### config.mk
export PLATFORM = sky130hd
export DESIGN_NAME = hack_boot_ctrl_flat
export DESIGN_NICKNAME = d
export VERILOG_FILES = /design/src/rtl/hack_boot_ctrl_if.sv /design/src/rtl/hack_boot_ctrl.sv /design/src/flat_wrapper.sv
export SDC_FILE = /design/constraint.sdc
export NUM_CORES = 1
export LEC_CHECK = 0
export CAP_MARGIN = 20
export CORE_AREA = 3 3 91 180
export CTS_CLUSTER_SIZE = 10
export DETAILED_ROUTE_END_ITERATION = 10
export DIE_AREA = 0 0 94 183
export PLACE_DENSITY = 0.6
export SETUP_SLACK_MARGIN = 0.1
export SYNTH_ARGS = -nofsm -noshare
export SYNTH_HDL_FRONTEND = slang
export SYNTH_SLANG_ARGS = --single-unit
### constraint.sdc
create_clock -name clk -period 5.24 [get_ports clk]
set_clock_uncertainty 0.05 [all_clocks]
set_input_delay 1.048 -clock clk [delete_from_list [all_inputs] [get_ports clk]]
set_output_delay 1.048 -clock clk [all_outputs]
set_load 0.01 [all_outputs]
### src/rtl/hack_boot_ctrl_if.sv
// Host byte link and instruction-ROM write port of the Hack boot controller.
// The controller takes the slave side; the byte source / ROM model take the master side.
interface hack_boot_ctrl_if #(
  parameter int ROM_AW = 15
);
  logic [7:0]        rx_data;
  logic              rx_valid;
  logic              rx_ready;
  logic              rom_we;
  logic [ROM_AW-1:0] rom_addr;
  logic [15:0]       rom_wdata;

  modport master (output rx_data, rx_valid, input rx_ready, rom_we, rom_addr, rom_wdata);
  modport slave  (input rx_data, rx_valid, output rx_ready, rom_we, rom_addr, rom_wdata);
endinterface

### src/rtl/hack_boot_ctrl.sv
// Boot/run sequencer for the Hack CPU: streams a program into ROM under CPU reset,
// verifies a mod-256 checksum, then provides run/halt/single-step via cpu_ce.
module hack_boot_ctrl #(
  parameter int ROM_AW   = 15,
  parameter bit AUTO_RUN = 1'b0
) (
  input  logic                clk,
  input  logic                reset_n,
  hack_boot_ctrl_if.slave     bus,
  input  logic                start_load,
  input  logic                run,
  input  logic                halt,
  input  logic                step,
  output logic                cpu_reset,
  output logic                cpu_ce,
  output logic                load_done,
  output logic                load_err,
  output logic [31:0]         cycle_count
);

  typedef enum logic [3:0] {
    S_IDLE, S_HDR_HI, S_HDR_LO, S_DAT_HI, S_DAT_LO, S_CSUM, S_RUN, S_HALT, S_ERROR
  } state_t;

  // A 16-bit header can never exceed the ROM once the ROM holds 2**16 words or more.
  localparam logic [16:0] MAX_WORDS = (ROM_AW >= 16) ? 17'h10000 : 17'(1 << ROM_AW);

  state_t            state, state_nx;
  logic [15:0]       n_words, n_words_nx;
  logic [15:0]       widx, widx_nx;
  logic [7:0]        hi_byte, hi_byte_nx;
  logic [7:0]        csum, csum_nx;
  logic              rx_ready_q, rx_ready_nx;
  logic              rom_we_q, rom_we_nx;
  logic [ROM_AW-1:0] rom_addr_q, rom_addr_nx;
  logic [15:0]       rom_wdata_q, rom_wdata_nx;
  logic              cpu_reset_q, cpu_reset_nx;
  logic              cpu_ce_q, cpu_ce_nx;
  logic              load_done_q, load_done_nx;
  logic              load_err_q, load_err_nx;
  logic [31:0]       count_q, count_nx;
  logic              acc;
  logic              step_fire;
  logic [15:0]       hdr_n;

  always_ff @(posedge clk or negedge reset_n) begin
    if (!reset_n) begin
      state       <= S_IDLE;
      n_words     <= '0;
      widx        <= '0;
      hi_byte     <= '0;
      csum        <= '0;
      rx_ready_q  <= 1'b0;
      rom_we_q    <= 1'b0;
      rom_addr_q  <= '0;
      rom_wdata_q <= '0;
      cpu_reset_q <= 1'b1;
      cpu_ce_q    <= 1'b0;
      load_done_q <= 1'b0;
      load_err_q  <= 1'b0;
      count_q     <= '0;
    end else begin
      state       <= state_nx;
      n_words     <= n_words_nx;
      widx        <= widx_nx;
      hi_byte     <= hi_byte_nx;
      csum        <= csum_nx;
      rx_ready_q  <= rx_ready_nx;
      rom_we_q    <= rom_we_nx;
      rom_addr_q  <= rom_addr_nx;
      rom_wdata_q <= rom_wdata_nx;
      cpu_reset_q <= cpu_reset_nx;
      cpu_ce_q    <= cpu_ce_nx;
      load_done_q <= load_done_nx;
      load_err_q  <= load_err_nx;
      count_q     <= count_nx;
    end
  end

  always_comb begin
    state_nx     = state;
    n_words_nx   = n_words;
    widx_nx      = widx;
    hi_byte_nx   = hi_byte;
    csum_nx      = csum;
    rom_we_nx    = 1'b0;
    rom_addr_nx  = rom_addr_q;
    rom_wdata_nx = rom_wdata_q;
    load_done_nx = load_done_q;
    load_err_nx  = load_err_q;
    count_nx     = cpu_ce_q ? count_q + 32'd1 : count_q;
    step_fire    = 1'b0;
    acc          = bus.rx_valid && rx_ready_q;
    hdr_n        = {hi_byte, bus.rx_data};

    // start_load outranks everything, including a byte accepted on the same edge.
    if (start_load) begin
      state_nx     = S_HDR_HI;
      load_done_nx = 1'b0;
      load_err_nx  = 1'b0;
      widx_nx      = '0;
      csum_nx      = '0;
    end else begin
      if (acc) csum_nx = csum + bus.rx_data;
      unique case (state)
        S_IDLE:   if (run && load_done_q) state_nx = S_RUN;
        S_HDR_HI: if (acc) begin
          hi_byte_nx = bus.rx_data;
          state_nx   = S_HDR_LO;
        end
        S_HDR_LO: if (acc) begin
          n_words_nx = hdr_n;
          widx_nx    = '0;
          if ({1'b0, hdr_n} > MAX_WORDS) begin
            load_err_nx = 1'b1;
            state_nx    = S_ERROR;
          end else if (hdr_n == 16'd0) begin
            state_nx = S_CSUM;
          end else begin
            state_nx = S_DAT_HI;
          end
        end
        S_DAT_HI: if (acc) begin
          hi_byte_nx = bus.rx_data;
          state_nx   = S_DAT_LO;
        end
        S_DAT_LO: if (acc) begin
          rom_we_nx    = 1'b1;
          rom_addr_nx  = ROM_AW'(widx);
          rom_wdata_nx = {hi_byte, bus.rx_data};
          widx_nx      = widx + 16'd1;
          state_nx     = (widx == n_words - 16'd1) ? S_CSUM : S_DAT_HI;
        end
        S_CSUM: if (acc) begin
          if (bus.rx_data == csum) begin
            load_done_nx = 1'b1;
            count_nx     = '0;
            state_nx     = AUTO_RUN ? S_RUN : S_IDLE;
          end else begin
            load_err_nx = 1'b1;
            state_nx    = S_ERROR;
          end
        end
        S_RUN:    if (halt) state_nx = S_HALT;
        // A step pulse landing on the active step cycle is dropped.
        S_HALT:   if (!halt) begin
          if (run) state_nx = S_RUN;
          else if (step && !cpu_ce_q) step_fire = 1'b1;
        end
        S_ERROR:  state_nx = S_ERROR;
        default:  state_nx = S_IDLE;
      endcase
    end

    rx_ready_nx  = state_nx inside {S_HDR_HI, S_HDR_LO, S_DAT_HI, S_DAT_LO, S_CSUM};
    cpu_reset_nx = !(state_nx == S_RUN || state_nx == S_HALT);
    cpu_ce_nx    = (state_nx == S_RUN) || step_fire;
  end

  assign bus.rx_ready  = rx_ready_q;
  assign bus.rom_we    = rom_we_q;
  assign bus.rom_addr  = rom_addr_q;
  assign bus.rom_wdata = rom_wdata_q;
  assign cpu_reset     = cpu_reset_q;
  assign cpu_ce        = cpu_ce_q;
  assign load_done     = load_done_q;
  assign load_err      = load_err_q;
  assign cycle_count   = count_q;

endmodule

### src/flat_wrapper.sv
// flat-port wrapper written by rule: the top's interface ports become plain ports
module hack_boot_ctrl_flat 
#(
  parameter int ROM_AW   = 15,
  parameter bit AUTO_RUN = 1'b0
)
  (clk, reset_n, start_load, run, halt, step, cpu_reset, cpu_ce, load_done, load_err, cycle_count, bus_rx_data, bus_rx_valid, bus_rx_ready, bus_rom_we, bus_rom_addr, bus_rom_wdata);
  hack_boot_ctrl_if #(.ROM_AW(ROM_AW)) bus_i ();
  input  logic clk;
  input  logic reset_n;
  input  logic start_load;
  input  logic run;
  input  logic halt;
  input  logic step;
  output logic cpu_reset;
  output logic cpu_ce;
  output logic load_done;
  output logic load_err;
  output logic [31:0] cycle_count;
  input wire logic [$bits(bus_i.rx_data)-1:0] bus_rx_data;
  input wire logic [$bits(bus_i.rx_valid)-1:0] bus_rx_valid;
  output wire logic [$bits(bus_i.rx_ready)-1:0] bus_rx_ready;
  output wire logic [$bits(bus_i.rom_we)-1:0] bus_rom_we;
  output wire logic [$bits(bus_i.rom_addr)-1:0] bus_rom_addr;
  output wire logic [$bits(bus_i.rom_wdata)-1:0] bus_rom_wdata;
  assign bus_i.rx_data = bus_rx_data;
  assign bus_i.rx_valid = bus_rx_valid;
  assign bus_rx_ready = bus_i.rx_ready;
  assign bus_rom_we = bus_i.rom_we;
  assign bus_rom_addr = bus_i.rom_addr;
  assign bus_rom_wdata = bus_i.rom_wdata;
  hack_boot_ctrl #(.ROM_AW(ROM_AW), .AUTO_RUN(AUTO_RUN)) u_core (.clk(clk), .reset_n(reset_n), .bus(bus_i), .start_load(start_load), .run(run), .halt(halt), .step(step), .cpu_reset(cpu_reset), .cpu_ce(cpu_ce), .load_done(load_done), .load_err(load_err), .cycle_count(cycle_count));
endmodule
# Yosys cells after proc, flatten, opt, wreduce, memory -nomap -nowiden
# Cells that the tools add are included.
[totals]
ff_bits = 121
wordCells = 108
output_inout_bits = 69
[op_classes]
eq_ne = 22
bitwise_logic = 1
n_addsub = 4
n_lt_le_gt_ge = 1
n_reduce_logical = 22
mux = 44
[op_table]
columns = ["cell", "n"]
rows = [
  ["32-bit 2-to-1 mux", 5],
  ["16-bit 2-to-1 mux", 3],
  ["4-bit 2-to-1 mux", 12],
  ["4-bit one-hot mux with 9 select lines", 1],
  ["32-bit by 1-bit adder with 32-bit output, second input constant", 1],
  ["4-bit by 3-bit equality test with 1-bit output, second input constant", 8],
  ["16-bit one-hot mux with 2 select lines", 1],
  ["1-bit 2-to-1 mux", 17],
  ["16-bit by 1-bit adder with 16-bit output, second input constant", 1],
  ["16-bit equality test", 1],
  ["4-bit by 2-bit equality test with 1-bit output, second input constant", 4],
  ["16-bit > comparator, second input constant", 1],
  ["16-bit zero test", 1],
  ["8-bit 2-to-1 mux", 2],
  ["16-bit by 1-bit subtractor with 16-bit output, second input constant", 1],
  ["3-bit AND reduction", 5],
  ["3-bit by 2-bit != test with 1-bit output, second input constant", 4],
  ["8-bit adder", 1],
  ["4-bit by 1-bit equality test with 1-bit output, second input constant", 2],
  ["8-bit equality test", 1],
  ["3-bit 2-to-1 mux", 2],
  ["2-bit nonzero test", 3],
  ["3-bit nonzero test", 2],
  ["5-bit AND reduction", 1],
  ["10 further kinds", 14],
]

# Logic depth before layout (Yosys ltp)
# Gate-level depths: netlist of the first run.
[logic_depth]
ltp_word = 9
depth_mapped = 10
ltp_nobuf = 10

# Worst setup path after synthesis of the first run
# OpenSTA, ideal clock, no wires.
[synth_path]
path_kind = "input-to-reg"
startpoint = "input bus_rx_data[1]"
endpoint = "register u_core.csum[7]"
cell_stages = 9
setup_time_ps = 78
slack_ps = 2313
t_required_ps = 5112
arrival_time_ps = 2799
cell_sequence = "ha_1 > a21o_1 > a21oi_1 > nor2b_1 > o21a_1 > o41a_1 > xnor2_1 > or3_1 > a21oi_1"
[synth_between]
elab_chain_cells = 3
[synth_rtl]
columns = ["element", "line_no", "rtl"]
rows = [
  ["start: declaration", "flat_wrapper.sv:20", "input wire logic [$bits(bus_i.rx_data)-1:0] bus_rx_data;"],
  ["8-bit adder", "hack_boot_ctrl.sv:104", "if (acc) csum_nx = csum + bus.rx_data;"],
  ["8-bit 2-to-1 mux", "hack_boot_ctrl.sv:104", ""],
  ["8-bit 2-to-1 mux", "hack_boot_ctrl.sv:97", "if (start_load) begin"],
  ["end signal: assignment", "hack_boot_ctrl.sv:67", "csum <= csum_nx;"],
  ["end: declaration", "hack_boot_ctrl.sv:32", "logic [7:0] csum, csum_nx;"],
]
# Every way passes these cells. The select of a mux whose other input is x is not followed.
# A chain may end at the register's enable or synchronous reset.

# Worst setup path in the final report of the first run
# Ends and elaborated chain as after synthesis.

==> results of run 1 <==
## critical path: stages
cell	delay, ns
clkdlybuf4s50_1	0.64
ha_1	0.31
a21o_1	0.20
a21oi_1	0.22
nor2b_1	0.07
o21a_1	0.19
o41a_1	0.32
xnor2_1	0.13
or3_1	0.31
a21oi_1	0.14
## area by class of cell
type	count	share of cell area
timing repair buffer	88	0.1141
sequential	121	0.3991
tap	198	0.03264
clock buffer	19	0.05836
multi-input combinational	420	0.3778
clock inverter	13	0.01500
inverter	6	0.002967
## metal layers
metal,global-route usage,up-vias
li1,-,2149
met1,0.1904,2195
met2,0.3224,109
met3,0.03407,23
met4,0.07118,0
met5,0,-
## flip-flops by register name, indices dropped and copies added (netlist names)
name,flops
u_core.bus.rom_addr,15
u_core.bus.rom_wdata,16
u_core.bus.rom_we,1
u_core.bus.rx_ready,1
u_core.cpu_ce,1
u_core.cpu_reset,1
u_core.csum,8
u_core.cycle_count,32
u_core.hi_byte,8
u_core.load_done,1
u_core.load_err,1
u_core.n_words,16
u_core.state,4
u_core.widx,16
## how the worst max path moves through the flow
stage,slack (ns),depth (start not counted),endpoint,start
after floorplan,2.31,9,u_core.csum[7],bus_rx_data[1]
after global placement,1.54,10,u_core.csum[7],bus_rx_data[1]
after detailed placement,1.50,10,u_core.csum[7],bus_rx_data[1]
after CTS,1.92,10,u_core.csum[7],bus_rx_data[1]
after global routing,1.77,10,u_core.csum[7],bus_rx_data[1]
final,1.91,10,u_core.csum[7],bus_rx_data[1]
## power groups by stage
stage / sequential [mW] / combinational, mW / clock [mW]
after floorplan: 1.44 / 0.640 / 0
after global placement: 1.45 / 1.08 / 0
after detailed placement: 1.47 / 1.11 / 0
after CTS: 1.45 / 1.12 / 1.11
after global routing: 1.49 / 1.22 / 1.15
final: 1.45 / 1.10 / 1.09
## metrics by stage
step	utilization	area (sq um)	total power, mW	cells	hold slack [ns]
final	0.4988	7590	3.637	865	0.4551
after global routing	0.4988	7590	3.865	865	0.4678
after CTS	0.4988	7590	3.682	865	0.4518
after detailed placement	0.4623	7033	2.576	833	0.4453
after global placement	0.4623	7033	2.534	833	0.4411
after floorplan	-	6002	2.082	568	0.4342
## cell usage in the layout (no fill, tap or decap), drive strengths merged, types with 2 or more instances in the layout
cell           synthesis  final
nor2                  68     68
and4                   2      2
and2b                  3      3
clkdlybuf4s50          0     82
and3                  10     10
xnor2                 35     35
ha                    10     10
a31oi                  3      3
clkinv                 0      3
nor3                  14     14
nor2b                  3      3
nand3                 21     21
dfrtp                120    120
buf                    5      6
nor4                   7      7
mux2i                  6      6
nand4                  7      7
or3                   16     16
nand2                 51     51
o21ai                 19     19
a21oi                 24     24
a21o                   7      7
clkbuf                16     19
clkinvlp               0      4
a211oi                 3      3
and2                   5      5
inv                    6     12
o31a                   2      2
xor2                  31     31
mux2                  51     51
nand2b                 3      3
## cell families after synthesis
| logic type | after synthesis | share of synthesized area |
|---|---|---|
| buffers and inverters | 27 | 0.01876 |
| adders and majority gates | 11 | 0.02418 |
| DFF | 121 | 0.5047 |
| xor gates and xnor gates | 66 | 0.09631 |
| muxes | 57 | 0.1057 |
| AOI/OAI and AO/OA | 71 | 0.07401 |
| and+or+nand+nor | 215 | 0.1764 |
==> flow_metrics.env, run 1 <==
export IMPL_status="complete, no violations"
export IMPL_nFillCells=1433
export IMPL_numCtsBuffers=17
export IMPL_drv_cap=0
export IMPL_ant_nets=0
export IMPL_totalWireLength_mm=14.06
export IMPL_synthDominantCellAreaShare=0.5003
export IMPL_drc=0
export IMPL_grt_max_degree=56
export IMPL_cp_max_fo=6
export IMPL_syn_num_nets=594
export IMPL_synth_common_cells="dfrtp_1, nor2_1, mux2_2, nand2_1, xnor2_1"
export IMPL_grt_usage=0.1745
export IMPL_max_freq_mhz=300.2
export IMPL_min_path_type="in -> async"
export IMPL_netlist_instances=568
export IMPL_synth_area_leaders="dfrtp_1, mux2_2, xnor2_1, xor2_1, nor2_1"
export IMPL_overflow=0
export IMPL_switching_share=0.3415
export IMPL_avgSynthCellArea_sq_um=10.57
export IMPL_antenna_cells=0
export IMPL_fin_nets=680
export IMPL_cts_hold_buf=0
export IMPL_r2r_end="u_core.bus.rx_ready"
export IMPL_multi_input_area_sq_um=2868
export IMPL_cts_num_sinks=121
export IMPL_grt_pass1_wl_mm=23.58
export IMPL_p_clk_frac=0.299
export IMPL_route_met3_wl_um=468
export IMPL_ir_worst_vdd_uv=334.2
export IMPL_place_hpwl_mm=10.34
export IMPL_clk_pin_slew_ns=0.06
export IMPL_dp_slack_ns=1.495
export IMPL_critPathRequiredTime_ns=5.51
export IMPL_yosys_most_used_dff="dfrtp_1"
export IMPL_core_sq_um=15210
export IMPL_initial_core_util=0.3945
export IMPL_setup_violations=0
export IMPL_synth_largest_area_cell="dfrtp_1"
export IMPL_drtPass1Iterations=4
export IMPL_die_x_um=94
export IMPL_reg2reg_slack_ns=2.29
export IMPL_finalWeightedCongestion=0.8118
export IMPL_cp_start_kind="primary input"
export IMPL_pwr_share_seq=0.398
export IMPL_worstSetupPathType="in -> reg"
export IMPL_ys_warn_count=0
export IMPL_ys_seq_area_frac=0.5047
export IMPL_drv_slew=0
export IMPL_synth_edf_count=0
export IMPL_period_needed_ns=3.331
export IMPL_num_rows=64
export IMPL_ios=84
export IMPL_share_comb_of_total_power=0.303
export IMPL_wl_met2_mm=7.842
export IMPL_synth_seq_cells=121
export IMPL_r2r_cells=8
export IMPL_netlist_area_sq_um=6002
export IMPL_yosys_cell_count_top_type="dfrtp_1"
export IMPL_slew_headroom=0.4729
export IMPL_final_seq_area_sq_um=3029
export IMPL_antenna_found_initial=0
export IMPL_p_sw_mw=1.242
export IMPL_grt_pass1_vias=4657
export IMPL_via_per_inst=5.175
export IMPL_internal_power_mw=2.395
export IMPL_rr_startpoint="u_core.n_words[2]"
export IMPL_die_area_sq_um=17200
export IMPL_layout_area_overhead_vs_synth_pct=26.45
export IMPL_wl_met1_mm=5.319
export IMPL_cts_buffer_depth=2
export IMPL_portBuffers=83
export IMPL_drive_gt1_frac=0.1529
export IMPL_synthDistinctLibCells=56
export IMPL_rsz0062_at_grt="false"
export IMPL_cts_resized=0
export IMPL_cts_tree="built"
export IMPL_hold_violations=0
export IMPL_crit_arrival_ns=3.60
export IMPL_avgRoutedWirePerCell_um=16.25
export IMPL_drt_initial_drc_count=127
export IMPL_num_vias=4476
export IMPL_post_route_period_util=0.6357
export IMPL_cts_root_buf="clkbuf_16"
export IMPL_async_flop_share=1.000
export IMPL_fp_dieH_um=183
export IMPL_route_top_layer_used="met4"
export IMPL_setup_tns_final_ns=0
export IMPL_crit_path_end_kind="register"
export IMPL_htreeDepth=4
export IMPL_worst_pin_slew_ns=0.7877
export IMPL_cts_setup_buffers=0
export IMPL_power_density_nw_per_um2=479.2
export IMPL_p_leak_nw=3.199
export IMPL_insertion_delay_ns=0.41
export IMPL_fin_ws_ns=1.909
No activity file was read; power rests on OpenSTA's default activity.
==> run 2: changes to the inputs <==
--- a/config.mk
+++ b/config.mk
@@ -10,7 +10,7 @@
 export CTS_CLUSTER_SIZE = 10
 export DETAILED_ROUTE_END_ITERATION = 10
 export DIE_AREA = 0 0 94 183
-export PLACE_DENSITY = 0.6
+export PLACE_DENSITY = 0.63
 export SETUP_SLACK_MARGIN = 0.1
 export SYNTH_ARGS = -nofsm -noshare
 export SYNTH_HDL_FRONTEND = slang
==> constraint.sdc (replaced) <==
create_clock -name clk -period 3 [get_ports clk]
set_clock_uncertainty 0.05 [all_clocks]
set_input_delay 0.6 -clock clk [delete_from_list [all_inputs] [get_ports clk]]
set_output_delay 0.6 -clock clk [all_outputs]
set_load 0.01 [all_outputs]
==> run 2 against run 1 <==
Non-clock buffer count grew 31. Cell area grew 4.6%. Utilization grew 2.3 points. Worst hold slack lost 0.26 ns. Die area is the same. Combinational power grew 85%. Sequential cell count is the same. First-iteration DRC count grew 7.9%. Sequential power grew 74%. Cell count grew 3.6%. Sequential share of layout area shrank 1.8 points. Routed wire length grew 3.4%.
==> flow_metrics.env, run 2 (same netlist as run 1, synthesis figures left out) <==
export IMPL_status="complete, no violations"
export IMPL_r2r_cells=8
export IMPL_finalWeightedCongestion=0.8899
export IMPL_hold_violations=0
export IMPL_drt_initial_drc_count=137
export IMPL_setup_tns_final_ns=0
export IMPL_portBuffers=83
export IMPL_grt_pass1_wl_mm=24.38
export IMPL_ios=84
export IMPL_grt_use_met2=0.3415
export IMPL_worstSetupPathType="reg -> reg"
export IMPL_core_sq_um=15210
export IMPL_setup_violations=0
export IMPL_crit_arrival_ns=3.02
export IMPL_rsz0062_at_grt="false"
export IMPL_final_cell_mix="dfrtp_1, clkdlybuf4s50_1, nor2_1, mux2_2, nand2_1"
export IMPL_fin_ws_ns=0.2164
export IMPL_num_vias=4621
export IMPL_worst_pin_slew_ns=0.7448
export IMPL_fin_nets=711
export IMPL_cts_buffer_depth=2
export IMPL_initial_core_util=0.3945
export IMPL_fin_cells=896
export IMPL_fp_dieH_um=183
export IMPL_overflow=0
export IMPL_die_x_um=94
export IMPL_slew_headroom=0.5035
export IMPL_drv_slew=0
export IMPL_via_per_inst=5.157
export IMPL_max_stage_delay_ns=0.48
export IMPL_antenna_found_initial=0
export IMPL_total_power_mw=6.720
export IMPL_drv_cap=0
export IMPL_layout_commonest_cell="dfrtp_1"
export IMPL_max_freq_mhz=359.2
export IMPL_htreeDepth=4
export IMPL_drive_gt1_frac=0.1891
export IMPL_largest_reg_flops=32
export IMPL_grt_busiest_layer="met2"
export IMPL_totalWireLength_mm=14.54
export IMPL_rr_startpoint="u_core.n_words[3]"
export IMPL_avgRoutedWirePerCell_um=16.22
export IMPL_cts_num_sinks=121
export IMPL_gr_usage_met3=0.03120
export IMPL_min_path_type="in -> async"
export IMPL_numCtsBuffers=17
export IMPL_path_cells="nor4_4, nand4_1, nor3_1, xnor2_1, nand4b_1, o31a_1, a211o_1, o31a_1"
export IMPL_period_needed_ns=2.784
export IMPL_crit_path_end_kind="register"
export IMPL_cts_setup_buffers=0
export IMPL_crit_slowest_cell="nor4_4"
export IMPL_power_density_nw_per_um2=846.2
export IMPL_cts_root_buf="clkbuf_16"
export IMPL_r2r_end="u_core.bus.rx_ready"
export IMPL_crit_path_frequent_cell="o31a_1"
export IMPL_place_hpwl_mm=10.91
export IMPL_grt_max_degree=53
export IMPL_insertion_delay_ns=0.41
export IMPL_grt_pass1_vias=4900
export IMPL_clk_pin_slew_ns=0.06
export IMPL_die_area_sq_um=17200
export IMPL_gr_usage_met1=0.1917
export IMPL_cts_hold_buf=0
export IMPL_layout_area_overhead_vs_synth_pct=32.31
export IMPL_final_util=0.5220
export IMPL_cts_tree="built"
export IMPL_cts_resized=0
export IMPL_post_route_period_util=0.9279
export IMPL_grt_usage=0.1811
export IMPL_cp_max_fo=6
export IMPL_drc=0
export IMPL_num_rows=64
export IMPL_critPathRequiredTime_ns=3.23
export IMPL_cp_start_kind="register"
export IMPL_dp_slack_ns=-0.1454
export IMPL_placed_cells=864
export IMPL_nFillCells=1372
export IMPL_reg2reg_slack_ns=0.22
export IMPL_drtPass1Iterations=4
export IMPL_antenna_cells=0
export IMPL_ant_nets=0
export IMPL_p_leak_nw=3.402
export IMPL_ir_worst_vdd_uv=534.9
==> run 2: changes by cell type in the layout (fill, tap and decap cells not counted), sizes merged <==
cell,before,now
bufinv,0,4
clkinvlp,4,2
inv,12,9
buf,6,37
clkinv,3,4
==> run 2: metal layers <==
metal | vias up | part of all wire
met5 | - | 0
met4 | 0 | 0.025
met3 | 23 | 0.029
met2 | 88 | 0.57
met1 | 2290 | 0.37
li1 | 2220 | -
==> run 2: final cells by class <==
cell class	count	area (sq um)	share of cell area
Multi-Input combinational cell	420	2868	0.3611
Inverter	6	22.52	0.002836
Clock inverter	13	192.7	0.02426
Tap cell	198	247.7	0.03120
Sequential cell	121	3029	0.3814
Timing Repair Buffer	119	1149	0.1446
Clock buffer	19	432.9	0.05451
==> run 2: worst max-delay path by stage <==
| stage | startpoint | end | slack (ns) | cells after the start |
|---|---|---|---|---|
| global route | bus_rx_data[1] | u_core.csum[7] | 0.14 | 10 |
| floorplan | bus_rx_data[1] | u_core.csum[7] | 0.52 | 9 |
| finish | u_core.n_words[3] | u_core.bus.rx_ready | 0.22 | 8 |
| CTS | u_core.n_words[3] | u_core.bus.rx_ready | 0.24 | 8 |
| detailed placement | bus_rx_data[1] | u_core.csum[7] | -0.15 | 10 |
| global placement | bus_rx_data[1] | u_core.csum[7] | -0.13 | 10 |
==> run 2: worst max-delay path, delay by kind of cell (launching register included) <==
family | cells | cell delay (ns)
xor gates and xnor gates | 1 | 0.17
and+or+nand+nor | 4 | 1.21
AOI/OAI and AO/OA | 3 | 0.77
DFF | 1 | 0.46
==> run 2: metrics by stage <==
| stage | instance area, sq um | hold WS (ns) |
|---|---|---|
| after floorplan | 6002 | 0.2544 |
| after global placement | 7316 | 0.4408 |
| after detailed placement | 7316 | 0.4450 |
| after CTS | 7941 | 0.2112 |
| after global routing | 7941 | 0.2318 |
| final | 7941 | 0.1980 |
==> run 2: where the power goes <==
| group | switching (mW) | internal, mW |
|---|---|---|
| sequential | 0.488 | 2.04 |
| combinational | 0.907 | 1.12 |
| clock | 0.765 | 1.40 |
